### src/rtl/shift_add_multiplier_pkg.sv
// ---------------------------------------------------------------------------
// shift_add_multiplier_pkg
// Shared definitions for the sequential shift-and-add multiplier:
//   - default operand width
//   - FSM state encoding (fixed values so benches can probe r_state)
// ---------------------------------------------------------------------------
package shift_add_multiplier_pkg;

   // Operand width used when the parent does not override BIT_LENGTH.
   localparam int BIT_LENGTH_DEFAULT = 16;

   // Fixed encodings: IDLE=0, CALC=1, DONE=2.
   typedef enum logic [1:0] {
      ST_IDLE = 2'd0,
      ST_CALC = 2'd1,
      ST_DONE = 2'd2
   } state_t;

   // Width of the iteration counter for a given operand width.
   function automatic int cnt_width(input int bit_length);
      return $clog2(bit_length + 1);
   endfunction

endpackage : shift_add_multiplier_pkg

### src/rtl/shift_add_multiplier.sv
// ---------------------------------------------------------------------------
// shift_add_multiplier
// Sequential unsigned multiplier, one partial product per clock. Feeds the
// adder of the multiply-accumulate path: Product -> addend, Done -> Add.
//
// state | meaning
// ------+---------------------------------------------------------------
// IDLE  | waiting; Start latches A/B, clears accumulator and counter
// CALC  | BIT_LENGTH add/shift iterations, then one cycle to publish
// DONE  | Product holds the new result, Done pulses for this cycle only
//
// Ports:
//   Clk      in   rising-edge clock
//   Rst      in   synchronous, active-high reset
//   Start    in   multiply request, sampled only while Busy=0
//   A, B     in   unsigned operands, latched on accepted Start
//   Busy     out  high from the accepting edge through the Done cycle
//   Done     out  one-cycle completion pulse
//   Product  out  registered 2*BIT_LENGTH result, changes only entering DONE
// ---------------------------------------------------------------------------
module shift_add_multiplier
   import shift_add_multiplier_pkg::*;
#(
   parameter int BIT_LENGTH = BIT_LENGTH_DEFAULT
) (
   input  logic                    Clk,
   input  logic                    Rst,
   input  logic                    Start,
   input  logic [BIT_LENGTH-1:0]   A,
   input  logic [BIT_LENGTH-1:0]   B,
   output logic                    Busy,
   output logic                    Done,
   output logic [2*BIT_LENGTH-1:0] Product
);

   localparam int              PW       = 2 * BIT_LENGTH;
   localparam int              CW       = cnt_width(BIT_LENGTH);
   localparam logic [CW-1:0]   CNT_LAST = CW'(BIT_LENGTH);

   state_t                r_state;
   state_t                w_state_next;

   logic [PW-1:0]         r_mcand;
   logic [BIT_LENGTH-1:0] r_mplier;
   logic [PW-1:0]         r_acc;
   logic [CW-1:0]         r_count;
   logic [PW-1:0]         r_product;

   logic                  w_accept;
   logic                  w_iter;
   logic                  w_publish;
   logic                  w_busy;
   logic                  w_done;

   // Start is only honoured in IDLE, so anything arriving while busy
   // (including the DONE cycle) is simply dropped.
   assign w_accept  = (r_state == ST_IDLE) && Start;
   assign w_iter    = (r_state == ST_CALC) && (r_count != CNT_LAST);
   assign w_publish = (r_state == ST_CALC) && (r_count == CNT_LAST);

   // ---------------- state register ----------------
   always_ff @(posedge Clk) begin
      if (Rst) begin
         r_state <= ST_IDLE;
      end else begin
         r_state <= w_state_next;
      end
   end

   // ---------------- next-state logic ----------------
   always_comb begin
      w_state_next = r_state;
      case (r_state)
         ST_IDLE: begin
            if (Start) begin
               w_state_next = ST_CALC;
            end
         end
         ST_CALC: begin
            // The cycle after the last iteration publishes the result.
            if (r_count == CNT_LAST) begin
               w_state_next = ST_DONE;
            end
         end
         ST_DONE: begin
            w_state_next = ST_IDLE;
         end
         default: begin
            w_state_next = ST_IDLE;
         end
      endcase
   end

   // ---------------- output decode ----------------
   // Decoded purely from the state register: no input-to-output path.
   always_comb begin
      w_busy = 1'b0;
      w_done = 1'b0;
      case (r_state)
         ST_IDLE: begin
            w_busy = 1'b0;
            w_done = 1'b0;
         end
         ST_CALC: begin
            w_busy = 1'b1;
            w_done = 1'b0;
         end
         ST_DONE: begin
            w_busy = 1'b1;
            w_done = 1'b1;
         end
         default: begin
            w_busy = 1'b0;
            w_done = 1'b0;
         end
      endcase
   end

   assign Busy    = w_busy;
   assign Done    = w_done;
   assign Product = r_product;

   // ---------------- datapath ----------------
   // Multiplicand is held at full product width so it can be shifted left
   // BIT_LENGTH-1 times without losing bits; the largest result
   // (2^BIT_LENGTH-1)^2 fits in the accumulator.
   always_ff @(posedge Clk) begin
      if (Rst) begin
         r_mcand   <= '0;
         r_mplier  <= '0;
         r_acc     <= '0;
         r_count   <= '0;
         r_product <= '0;
      end else begin
         if (w_accept) begin
            r_mcand  <= {{BIT_LENGTH{1'b0}}, A};
            r_mplier <= B;
            r_acc    <= '0;
            r_count  <= '0;
         end

         if (w_iter) begin
            if (r_mplier[0]) begin
               r_acc <= r_acc + r_mcand;
            end
            r_mcand  <= r_mcand << 1;
            r_mplier <= r_mplier >> 1;
            r_count  <= r_count + CW'(1);
         end

         // Product is only written here, so downstream never sees a
         // partially accumulated value.
         if (w_publish) begin
            r_product <= r_acc;
         end
      end
   end

endmodule : shift_add_multiplier

### config.mk
export PLATFORM = sky130hd
export DESIGN_NAME = shift_add_multiplier
export DESIGN_NICKNAME = d
export VERILOG_FILES = /design/src/rtl/shift_add_multiplier_pkg.sv /design/src/rtl/shift_add_multiplier.sv
export SDC_FILE = /design/constraint.sdc
export NUM_CORES = 1
export LEC_CHECK = 0
export BUFFER_PORTS_ARGS = -buffer_cell sky130_fd_sc_hd__buf_2
export CORE_ASPECT_RATIO = 1.4
export CORE_UTILIZATION = 45
export DETAILED_ROUTE_END_ITERATION = 7
export GPL_TIMING_DRIVEN = 0
export PLACE_DENSITY_LB_ADDON = 0.05
export SYNTH_ARGS = -nofsm -noshare
export SYNTH_HDL_FRONTEND = slang
export SYNTH_SLANG_ARGS = --single-unit
### constraint.sdc
create_clock -name Clk -period 2.9 [get_ports Clk]
set_clock_uncertainty 0.15 [all_clocks]
set_input_delay 0.435 -clock Clk [delete_from_list [all_inputs] [get_ports Clk]]
set_output_delay 0.435 -clock Clk [all_outputs]
set_load 0.05 [all_outputs]
# --- Word-level counts from Yosys, hierarchy flattened ---
# Index checks and enable logic that the tools add are counted.
totals:
  register_bits: 119
  out_inout_bits: 34
  elab_cells: 38
classes:
  addsub: 2
  eq_ne: 6
  mux: 14
  n_reduce_logical: 8
op_table:
  columns: ["op", "count"]
  rows:
  - ["32-bit two-way mux", 5]
  - ["32-bit adder", 1]
  - ["15-bit two-way mux", 2]
  - ["5-bit two-way mux", 2]
  - ["5-bit by 1-bit adder with 5-bit output, second input constant", 1]
  - ["5-bit equality test, second input constant", 1]
  - ["5-bit inequality test, second input constant", 1]
  - ["2-bit two-way mux", 2]
  - ["2-bit one-hot mux with 2 select lines", 1]
  - ["2-bit OR reduction", 2]
  - ["1-bit logical AND", 3]
  - ["2-bit by 1-bit equality test with 1-bit output, second input constant", 1]
  - ["2-bit equality test, second input constant", 1]
  - ["2-bit logical NOT", 1]
  - ["1-bit two-way mux", 2]
  - ["2-bit by 1-bit inequality test with 1-bit output, second input constant", 1]
  - ["2-bit inequality test, second input constant", 1]
  - ["2-bit AND reduction", 1]
  - ["2-bit nonzero test", 1]

# --- Logic depth before layout (Yosys ltp) ---
depth:
  ltp_word: 5
  ltp_mapped: 10
  depth_no_buf: 10

# --- Worst setup path before layout ---
# Ideal clock, no wire load.
synth_timing:
  path_kind: "flip-flop to flip-flop"
  start: "register r_mcand[0]"
  end: "register r_acc[22]"
  path_buffers: 0
  synth_period_minus_slack_ns: 2.665
  setup_ns: 0.117
  setup_slack_ns: 0.235
  path_stages_with_launch: 11
  arrival_time_ns: 2.398
  cell_sequence: "dfxtp_1 ha_1 fa_1 a21o_1 nand3_1 a31oi_2 a221oi_2 nor3_2 o21a_1 or3_1 a32o_1"
synth_via:
  elab_chain_len: 3
synth_lines:
  columns: ["item", "line_no", "rtl"]
  rows:
  - ["start, declared", "shift_add_multiplier.sv:43", "logic [PW-1:0] r_mcand;"]
  - ["start signal, assigned", "shift_add_multiplier.sv:136", "r_mcand <= {{BIT_LENGTH{1'b0}}, A};"]
  - ["start signal, assigned", "shift_add_multiplier.sv:146", "r_mcand <= r_mcand << 1;"]
  - ["32-bit adder", "shift_add_multiplier.sv:144", "r_acc <= r_acc + r_mcand;"]
  - ["32-bit two-way mux", "shift_add_multiplier.sv:143", "if (r_mplier[0]) begin"]
  - ["32-bit two-way mux", "shift_add_multiplier.sv:142", "if (w_iter) begin"]
  - ["end signal, assigned", "shift_add_multiplier.sv:144", null]
  - ["end, declared", "shift_add_multiplier.sv:45", "logic [PW-1:0] r_acc;"]
# Every way passes these cells.
# A chain may end at the register's enable or synchronous reset.

# --- Worst setup path after layout ---
layout_timing:
  start: "register r_acc[0]"
  end: "register r_acc[22]"
layout_via:
  elab_chain_len: 3
layout_lines:
  columns: ["item", "line_no"]
  rows:
  - ["32-bit adder", "shift_add_multiplier.sv:144"]
  - ["32-bit two-way mux", "shift_add_multiplier.sv:143"]
  - ["32-bit two-way mux", "shift_add_multiplier.sv:142"]
# Every way passes these cells.

==> run_results.csv <==
group,metric,value,unit
setup_path,slowest_delay,0.36,ns
clock_tree,clk_latency,0.40,ns
drt,via_per_inst,5.50,
synth,yosysUniqueCellTypes,54,
setup_path,cp.arrival,2.96,ns
sta,finalCritPeriodShare,97.4,%
power,peakVddDrop,400,uV
global_routing,antenna_found_initial,0,
synth,synth.avg_cell_area,7.96,um^2
clock_tree,hold_buffers,0,
sta,worst_pin_slew,0.627,ns
synth,ys_warn_count,0,
drt,ant_nets,0,
die,coreArea,13400,um^2
clock_tree,cts_root_buf,"clkbuf_16",
sta,timing.final.ws_setup,0.0762,ns
die,dieWidth,101,um
global_routing,track_usage,25.5,%
global_routing,grt_pass1_vias,5844,
synth,syn_nets,852,
clock_tree,clock_sinks,119,
setup_path,critPathMaxFanout,5,
finish,ff_latch_area,2380,um^2
setup_path,r2r_start,"r_acc[0]$_SDFF_PP0_",
finish,diodes,0,
synth,synthFlopType,"dfxtp_1",
min_path,hp-class,"input pin to flop",
die,ios,69,
synth,synth_async_sr_flop_share,0,%
drt,routedWlPerCell,16.4,um
synth,ys_seq_elements,119,
finish,area_delta_synth_final,21.6,%
setup_path,path_class,"flop to flop",
sta,worst_hold_slack,0.141,ns
sta,tns,0,ns
setup_path,reg2reg_to,"r_acc[22]$_SDFF_PP0_",
drt,drt-initial-drc-count,231,
die,dieArea,14300,um^2
power,powerDensity,623,nW/um^2
global_routing,grt-ovfl-total,0,
die,initial_core_util,46.3,%
min_path,hold_start,"A[12]",
finish,fillers,1325,
synth,yosysTopAreaCell,"dfxtp_1",
setup_path,startpoint_type,"flop",
sta,finalHoldViolations,0,
placed_design,globalplace.congestion,0.908,
placed_design,dp_hpwl,13100,um
setup_path,rrSetupSlack,0.08,ns
setup_path,r2r_cells,10,
placed_design,placed_area,6770,um^2
sta,drv_slew,0,
finish,final_util,56.3,%
drt,vias,5838,
min_path,hold_depth,3,
finish,drive_above_1_share,15.1,%
setup_path,path_delay_family,"compound AO/OA/AOI/OAI gates",
clock_tree,cts_max_level,4,
setup_path,critPathBufInv,0,
min_path,min_to,"r_mcand[12]$_SDFFE_PP0P_",
clock_tree,clockBufferDepth,2,
global_routing,grt_pass1_wl,28300,um
synth,synth-edff-count,0,
power,power_leakage,3.07,nW
finish,fin_area,7540,um^2
global_routing,grt_max_degree,17,
synth,synthCells,779,
synth,synth.cell_area,6200,um^2
outcome,status,"completed",
sta,min_period,2.82,ns
setup_path,critPathSlowestCell,"fa_2",
clock_tree,clk_pin_slew,0.06,ns
die,rows,50,
die,fp.dieH,141,um
placed_design,port_buffers,68,
sta,max_slew_margin,57.9,%
finish,fin_nets,942,
drt,drc,0,
clock_tree,cts_tree,"done",
clock_tree,cts_buffers,17,
placed_design,pre_cts_ws,-0.186,ns
run,cap_viol_max_count,0,
setup_path,worstPathRequired,3.04,ns
finish,multi_input_area,3630,um^2
drt,first_pass_iters,4,
synth,yosysTopAreaCellShare,38.4,%
setup_path,cp-end-kind,"flop",
synth,yosysSeqAreaShare,38.4,%
setup_path,crit_chain,"ha_2 > fa_2 > a21o_1 > nand3_2 > a31oi_4 > a221oi_4 > nor3_4 > o21a_1 > or3_1 > a32o_1",
sta,setup-violations-final,0,
drt,drt-total-wl,17400,um
synth,synth_area_leaders,"dfxtp_1, nand2_1, ha_1",
sta,max_freq,354,MHz
[cell type report]
cell class              count  share of cell area (%)
multi-input cells         593                    48.1
flip-flops and latches    119                    31.6
clock buffers              22                    6.56
repair buffers             71                    4.81
plain buffers              55                    3.07
well taps                 182                    3.02
clock inverters             8                    2.22
inverters                  12                   0.598
[tightest hold or removal path: cells and delay by family]
| family | cells | cell delay (ns) |
|---|---|---|
| buffers and inverters | 1 | 0.09 |
| AOI/OAI and AO/OA | 1 | 0.07 |
| and+or+nand+nor | 1 | 0.04 |
[placed cells by master, fill, tap and decap left out, drive strengths merged, types with 3 or more instances in the layout]
cell | synthesis | final
nand2 | 174 | 174
dfxtp | 119 | 119
a21oi | 97 | 97
buf | 9 | 80
clkbuf | 46 | 68
nor2 | 57 | 57
ha | 37 | 37
nand3 | 33 | 33
a311oi | 32 | 32
o21ai | 20 | 20
xnor2 | 18 | 18
a22o | 18 | 18
a21o | 13 | 13
inv | 12 | 12
nor3 | 12 | 12
nand4 | 10 | 10
xor2 | 9 | 9
a31oi | 7 | 7
and2 | 5 | 5
o21bai | 5 | 5
bufinv | 0 | 5
a211oi | 5 | 5
and3 | 4 | 4
nor2b | 4 | 4
nand2b | 3 | 3
o211ai | 3 | 3
nand3b | 3 | 3
mux2i | 3 | 3
[timing repair]
| action | CTS | global route |
|---|---|---|
| setup endpoints to repair | 3 | 7 |
| pin swaps | 2 | 6 |
| buffers inserted | 1 | 2 |
| resized for setup | 6 | 8 |
[worst max path at each step]
stage / from / to / slack [ns] / depth (start not counted)
after global placement: r_mcand[0]$_SDFFE_PP0P_ / r_acc[28]$_SDFF_PP0_ / -0.17 / 10
after global routing: r_mcand[0]$_SDFFE_PP0P_ / r_acc[22]$_SDFF_PP0_ / -0.003 / 10
final: r_acc[0]$_SDFF_PP0_ / r_acc[22]$_SDFF_PP0_ / 0.08 / 10
after floorplan: r_mcand[0]$_SDFFE_PP0P_ / r_acc[22]$_SDFF_PP0_ / 0.23 / 10
after CTS: r_mcand[0]$_SDFFE_PP0P_ / r_acc[28]$_SDFF_PP0_ / 0.004 / 10
after detailed placement: r_mcand[0]$_SDFFE_PP0P_ / r_acc[28]$_SDFF_PP0_ / -0.19 / 10
[routing by layer]
layer  vias up  wire length (um)  track usage, %  share of wire (%)
li1       2939                 -               -                  -
met1      2719              7410            30.1                 42
met2       146              8910            44.5                 51
met3        34               559            3.67                3.2
met4         0               558            12.6                3.2
met5         -                 0               0                  0
[cell families (layout without fill, tap and decap cells)]
kind of cell | after synthesis | in the layout | synth area share [%]
mux | 3 | 3 | 0.485
compound gates | 215 | 215 | 23.6
fa+ha+maj | 38 | 38 | 7.79
simple gates | 310 | 310 | 21.4
xor+xnor | 27 | 27 | 3.82
buf+inv | 67 | 168 | 4.46
flops | 119 | 119 | 38.4
[report_power, final]
group | leakage (nW) | switching, mW | internal (mW)
combinational | 1.78 | 0.373 | 0.183
sequential | 0.966 | 0.0697 | 1.72
clock | 0.324 | 0.729 | 1.63
[per-stage QoR]
step	std cells	total power, mW
3_3_place_gp	1029	2.35
6_report	1062	4.70
3_5_place_dp	1029	2.37
2_1_floorplan	779	2.19
5_1_grt	1062	4.89
4_1_cts	1060	4.72
[Yosys cell counts (4+ instances only)]
library cell	instances
nand2_1	174
dfxtp_1	119
a21oi_1	91
nor2_1	57
clkbuf_1	46
ha_1	37
nand3_1	33
a311oi_1	30
a22o_1	18
xnor2_1	18
o21ai_0	16
a21o_1	13
inv_1	12
nor3_1	11
nand4_1	10
xor2_1	9
a31oi_1	6
a211oi_1	5
and2_1	5
buf_2	5
o21bai_1	5
a21oi_2	4
and3_1	4
nor2b_1	4
o21ai_1	4
[state kept, by name, summed over array words and instances (netlist names)]
register and cells:
r_mcand 32, Product 32, r_count 5, r_state 2, r_acc 32, r_mplier 16
No activity file was read; power rests on OpenSTA's default activity.
